[config.mk]
export PLATFORM = sky130hd
export DESIGN_NAME = tdm_demux
export DESIGN_NICKNAME = d
export VERILOG_FILES = /design/src/rtl/tdm_demux.sv
export SDC_FILE = /design/constraint.sdc
export NUM_CORES = 1
export LEC_CHECK = 0
export BUFFER_PORTS_ARGS = -buffer_cell sky130_fd_sc_hd__buf_2
export CAP_MARGIN = 20
export CORE_MARGIN = 3
export CORE_UTILIZATION = 40
export CTS_CLUSTER_SIZE = 10
export DETAILED_ROUTE_END_ITERATION = 16
export PLACE_DENSITY = 0.57
export SETUP_SLACK_MARGIN = 0.3
export SYNTH_ARGS = -nofsm -noshare
export SYNTH_HDL_FRONTEND = slang
export SYNTH_SLANG_ARGS = --single-unit
[constraint.sdc]
create_clock -name sys_clk -period 3.85 [get_ports sys_clk]
set_input_delay 0.77 -clock sys_clk [delete_from_list [all_inputs] [get_ports sys_clk]]
set_output_delay 0.77 -clock sys_clk [all_outputs]
set_load 0.01 [all_outputs]
[src/rtl/tdm_demux.sv]
`timescale 1ns/1ps
// tdm_demux: receive-side TDM demultiplexer.
// Collects CH_NUM serial words (the first tagged with in_sof) into shadow slots and
// publishes the whole frame on out_bus with a one-cycle out_valid strobe. An in_sof
// arriving before the frame completes aborts it with a one-cycle frame_err pulse and
// restarts collection with that word as channel 0.
//
// Ports:
//   sys_clk    in   clock, rising edge
//   sys_rst    in   asynchronous active-high reset
//   in_valid   in   in_0 carries a word this cycle
//   in_sof     in   word on in_0 is channel 0 of a new frame
//   in_0       in   serial data word (DATA_W)
//   sel_0      out  slot the next accepted word will fill (SEL_W)
//   out_bus    out  last complete frame, channel k at [k*DATA_W +: DATA_W]
//   out_valid  out  pulse: out_bus just took a new frame
//   frame_err  out  pulse: a partial frame was aborted by an early in_sof
module tdm_demux #(
    parameter int unsigned CH_NUM = 4,  // 2..16
    parameter int unsigned DATA_W = 8,
    parameter int unsigned SEL_W  = 2   // 2**SEL_W >= CH_NUM
) (
    input  logic                     sys_clk,
    input  logic                     sys_rst,
    input  logic                     in_valid,
    input  logic                     in_sof,
    input  logic [DATA_W-1:0]        in_0,
    output logic [SEL_W-1:0]         sel_0,
    output logic [CH_NUM*DATA_W-1:0] out_bus,
    output logic                     out_valid,
    output logic                     frame_err
);

    typedef enum logic [0:0] {StIdle, StRecv} state_e;

    localparam logic [SEL_W-1:0] LastSel = SEL_W'(CH_NUM - 1);

    state_e                    state_q, state_d;
    logic [SEL_W-1:0]          sel_q, sel_d;
    logic [DATA_W-1:0]         shadow_q [CH_NUM];
    logic [DATA_W-1:0]         shadow_d [CH_NUM];
    logic [CH_NUM*DATA_W-1:0]  out_bus_q, out_bus_d;
    logic                      out_valid_q, out_valid_d;
    logic                      frame_err_q, frame_err_d;

    // State register (FSM state plus datapath registers).
    always_ff @(posedge sys_clk or posedge sys_rst) begin
        if (sys_rst) begin
            state_q     <= StIdle;
            sel_q       <= '0;
            out_bus_q   <= '0;
            out_valid_q <= 1'b0;
            frame_err_q <= 1'b0;
            for (int k = 0; k < CH_NUM; k++) begin
                shadow_q[k] <= '0;
            end
        end else begin
            state_q     <= state_d;
            sel_q       <= sel_d;
            out_bus_q   <= out_bus_d;
            out_valid_q <= out_valid_d;
            frame_err_q <= frame_err_d;
            for (int k = 0; k < CH_NUM; k++) begin
                shadow_q[k] <= shadow_d[k];
            end
        end
    end

    // Next-state logic. Gap cycles (in_valid=0) fall through with everything held.
    always_comb begin
        state_d     = state_q;
        sel_d       = sel_q;
        out_bus_d   = out_bus_q;
        out_valid_d = 1'b0;
        frame_err_d = 1'b0;
        for (int k = 0; k < CH_NUM; k++) begin
            shadow_d[k] = shadow_q[k];
        end

        unique case (state_q)
            StIdle: begin
                // Words without in_sof are orphans and dropped silently.
                if (in_valid && in_sof) begin
                    shadow_d[0] = in_0;
                    sel_d       = SEL_W'(1);
                    state_d     = StRecv;
                end
            end
            StRecv: begin
                if (in_valid) begin
                    if (in_sof) begin
                        // Early SOF: drop the partial frame, restart at slot 0.
                        frame_err_d = 1'b1;
                        shadow_d[0] = in_0;
                        sel_d       = SEL_W'(1);
                    end else begin
                        for (int k = 0; k < CH_NUM; k++) begin
                            if (sel_q == SEL_W'(k)) begin
                                shadow_d[k] = in_0;
                            end
                        end
                        if (sel_q == LastSel) begin
                            // Last slot bypasses the shadow so the frame lands in one edge.
                            for (int k = 0; k < CH_NUM - 1; k++) begin
                                out_bus_d[k*DATA_W +: DATA_W] = shadow_q[k];
                            end
                            out_bus_d[(CH_NUM-1)*DATA_W +: DATA_W] = in_0;
                            out_valid_d = 1'b1;
                            sel_d       = '0;
                            state_d     = StIdle;
                        end else begin
                            sel_d = sel_q + SEL_W'(1);
                        end
                    end
                end
            end
            default: begin
                state_d = StIdle;
                sel_d   = '0;
            end
        endcase
    end

    // Outputs are driven straight from registers.
    always_comb begin
        sel_0     = sel_q;
        out_bus   = out_bus_q;
        out_valid = out_valid_q;
        frame_err = frame_err_q;
    end

endmodule

==> flow_metrics.env <==
export IMPL_outcome="finished, final reports clean"
export IMPL_first_global_vias=1583
export IMPL_rsz0062_at_grt="false"
export IMPL_grt_overflow=0
export IMPL_drive_above_1_share_pct=52.5
export IMPL_die_height_um=87.2
export IMPL_endpoint_kind="flop"
export IMPL_synth_cells=174
export IMPL_postCtsSetupRepairBufs=0
export IMPL_fmax_mhz=470
export IMPL_place_gp_congestion=0.688
export IMPL_pwr_share_clk_pct=25.9
export IMPL_yosys_warnings=0
export IMPL_p_int_mw=1.76
export IMPL_power_mw=2.45
export IMPL_synth_xor_area_share_pct=0
export IMPL_setup_viol=0
export IMPL_setup_worst_path_start_class="input pin"
export IMPL_syn_cell_area_um2=2640
export IMPL_maxSlewViolCount=0
export IMPL_ys_seq_elements=61
export IMPL_slowest_delay_ps=710
export IMPL_clockBufferDepth=2
export IMPL_cp_cell_sequence="buf_2 -> nand4b_4 -> mux2_4"
export IMPL_fill_cells=558
export IMPL_grt_max_degree=37
export IMPL_switching_share_pct=28.5
export IMPL_pin_count=48
export IMPL_antenna_found_initial=0
export IMPL_antenna_cells=0
export IMPL_vias=1464
export IMPL_cts_root_buf="clkbuf_8"
export IMPL_clock_sinks=61
export IMPL_first_iter_violations=76
export IMPL_nNetsFinal=232
export IMPL_worst_slew_pin_slew_ps=841
export IMPL_ir_worst_vdd_mv=0.398
export IMPL_htree_levels=3
export IMPL_fin_area_um2=3070
export IMPL_min_period_ps=2130
export IMPL_syn_avg_cell_area_um2=15.2
export IMPL_fp_dieW_um=87.2
export IMPL_syn_to_final_growth_pct=16.3
export IMPL_ant_nets=0
export IMPL_synth_top_family_by_area="multiplexers"
export IMPL_core_area_um2=6170
export IMPL_num_rows=28
export IMPL_path_class="input pin to flop"
export IMPL_p_per_area_nw_per_um2=800
export IMPL_post_cts_resized=0
export IMPL_syn_nets=190
export IMPL_clock_skew_ps=5.93
export IMPL_hold_viol_final=0
export IMPL_tritoncts="done"
export IMPL_die_area_um2=7600
export IMPL_leakagePower_nw=1.64
export IMPL_cts_hold_buf=0
export IMPL_routed_via_density=4.95
export IMPL_wire_per_inst_um=15.3
export IMPL_numCtsBuffers=9
export IMPL_post_dp_cell_area_um2=2840
export IMPL_clk_latency_ps=330
export IMPL_crit_required_ps=4070
export IMPL_crit_fanout=33
export IMPL_slew_headroom_pct=43.9
export IMPL_combPwrFrac_pct=29.9
export IMPL_p_sw_mw=0.698
export IMPL_wl_mm=4.53
export IMPL_arrival_ps=2350
export IMPL_drv_cap=0
export IMPL_synth_simple_gate_area_share_pct=5.46
export IMPL_power_frac_seq_pct=44.2
export IMPL_min_period_over_period_pct=55.3
export IMPL_grt_first_pass_wirelength_mm=7.81
export IMPL_critical_path_slowest_cell="nand4b_4"
export IMPL_first_pass_iters=5
export IMPL_path_clk_slew_ps=70
export IMPL_seq_area_frac_synth_pct=57.9
export IMPL_track_usage_pct=14.0
export IMPL_synth_mux_area_share_pct=24.6
export IMPL_synth_compound_area_share_pct=3.46
export IMPL_port_buffers=47
export IMPL_drc=0
export IMPL_initial_core_util_pct=42.8
export IMPL_fin_tns_setup_ps=0
export IMPL_yosys_area_share_adder_pct=1.90
export IMPL_hold_path_class="input pin to asynchronous set/reset pin"
export IMPL_hpwl_mm=2.97
export IMPL_yosysUniqueCellTypes=22
state kept, by name, indices dropped and copies added, names as in the netlist:
name and cells:
shadow_q 32, out_bus 24, sel_0 2, frame_err 1, out_valid 1, state_q 1
kinds of logic after synthesis:
group,after synthesis
AO/OA/AOI/OAI,11
adder cells (fa/ha/maj),4
buffers and inverters,29
flip-flops,61
multiplexers,48
AND/OR/NAND/NOR,21
power groups by stage:
stage | clock network [mW] | logic, mW | registers [mW]
5_1_grt | 0.688 | 0.803 | 1.12
6_report | 0.636 | 0.734 | 1.08
2_1_floorplan | 0 | 0.546 | 1.11
3_5_place_dp | 0 | 0.747 | 1.10
4_1_cts | 0.656 | 0.748 | 1.09
3_3_place_gp | 0 | 0.732 | 1.10
cells in the mapped netlist:
| master | count | area, µm² |
|---|---|---|
| o221ai_1 | 1 | 8.76 |
| nor3_1 | 2 | 10.0 |
| mux2_4 | 29 | 435 |
| nand4b_4 | 1 | 23.8 |
| nand2_1 | 9 | 33.8 |
| or3b_2 | 1 | 8.76 |
| clkbuf_1 | 3 | 11.3 |
| mux2_2 | 19 | 214 |
| and3_1 | 2 | 12.5 |
| and2_1 | 1 | 6.26 |
| nand3_1 | 1 | 5.00 |
| o32ai_1 | 8 | 70.1 |
| dfrtp_1 | 61 | 1530 |
| buf_4 | 10 | 75.1 |
| a21o_1 | 1 | 7.51 |
| ha_1 | 4 | 50.1 |
| nand4b_2 | 2 | 30.0 |
| a21oi_1 | 1 | 5.00 |
| and4b_1 | 1 | 10.0 |
| nor2_1 | 1 | 3.75 |
| buf_6 | 4 | 45.0 |
| inv_1 | 12 | 45.0 |
path summary, 6_finish.rpt:
path / start / end / slack, ps / cells after the start
setup / recovery: in_valid / out_bus[18] / 1720 / 3
hold / removal: sys_rst / shadow_q[5] / 470 / 2
setup reg to reg: sel_0[0] / out_bus[18] / 1800 / 3
hold reg to reg: shadow_q[26] / out_bus[2] / 500 / 1
max in group asynchronous: sys_rst / shadow_q[28] / 2520 / 3
min in group sys_clk: shadow_q[26] / out_bus[2] / 500 / 1
metrics by stage:
stage / utilization [%] / cells / hold slack (ps) / setup slack, ps
final: 49.8 / 296 / 469 / 1720
after floorplan: - / 174 / 475 / 1570
after CTS: 49.8 / 296 / 476 / 1710
after global placement: 46.1 / 280 / 482 / 1370
after detailed placement: 46.1 / 280 / 489 / 1340
after global routing: 49.8 / 296 / 491 / 1570
final cells by class:
cell class,count,area (µm²),share of cell area [%]
clock inverters,4,70.1,2.28
flip-flops and latches,61,1530,49.8
multi-input cells,84,935,30.5
clock buffers,12,155,5.06
well taps,75,93.8,3.06
repair buffers,48,243,7.91
inverters,12,45.0,1.47
metal layers:
layer  global-route usage (%)  routed length [µm]
met3                     6.72                 285
met4                     5.44                  65
met1                     17.2                2020
met5                        0                   0
met2                     21.2                2150
critical path, delay by kind of cell:
kind	cells	cell delay [ps]
mux	1	550
buf+inv	1	300
simple gates	1	710
placed cells by master (no fill, tap or decap), drive strengths merged:
cell type  count
nand2          9
nand4b         3
clkinv         2
mux2          48
nor2           1
a21o           1
bufinv         2
o32ai          8
a21oi          1
ha             4
and3           2
nand3          1
o221ai         1
and2           1
nor3           2
or3b           1
dfrtp         61
and4b          1
buf           48
clkbuf        12
inv           12
Note: power is estimated with default switching activity, not from simulation.
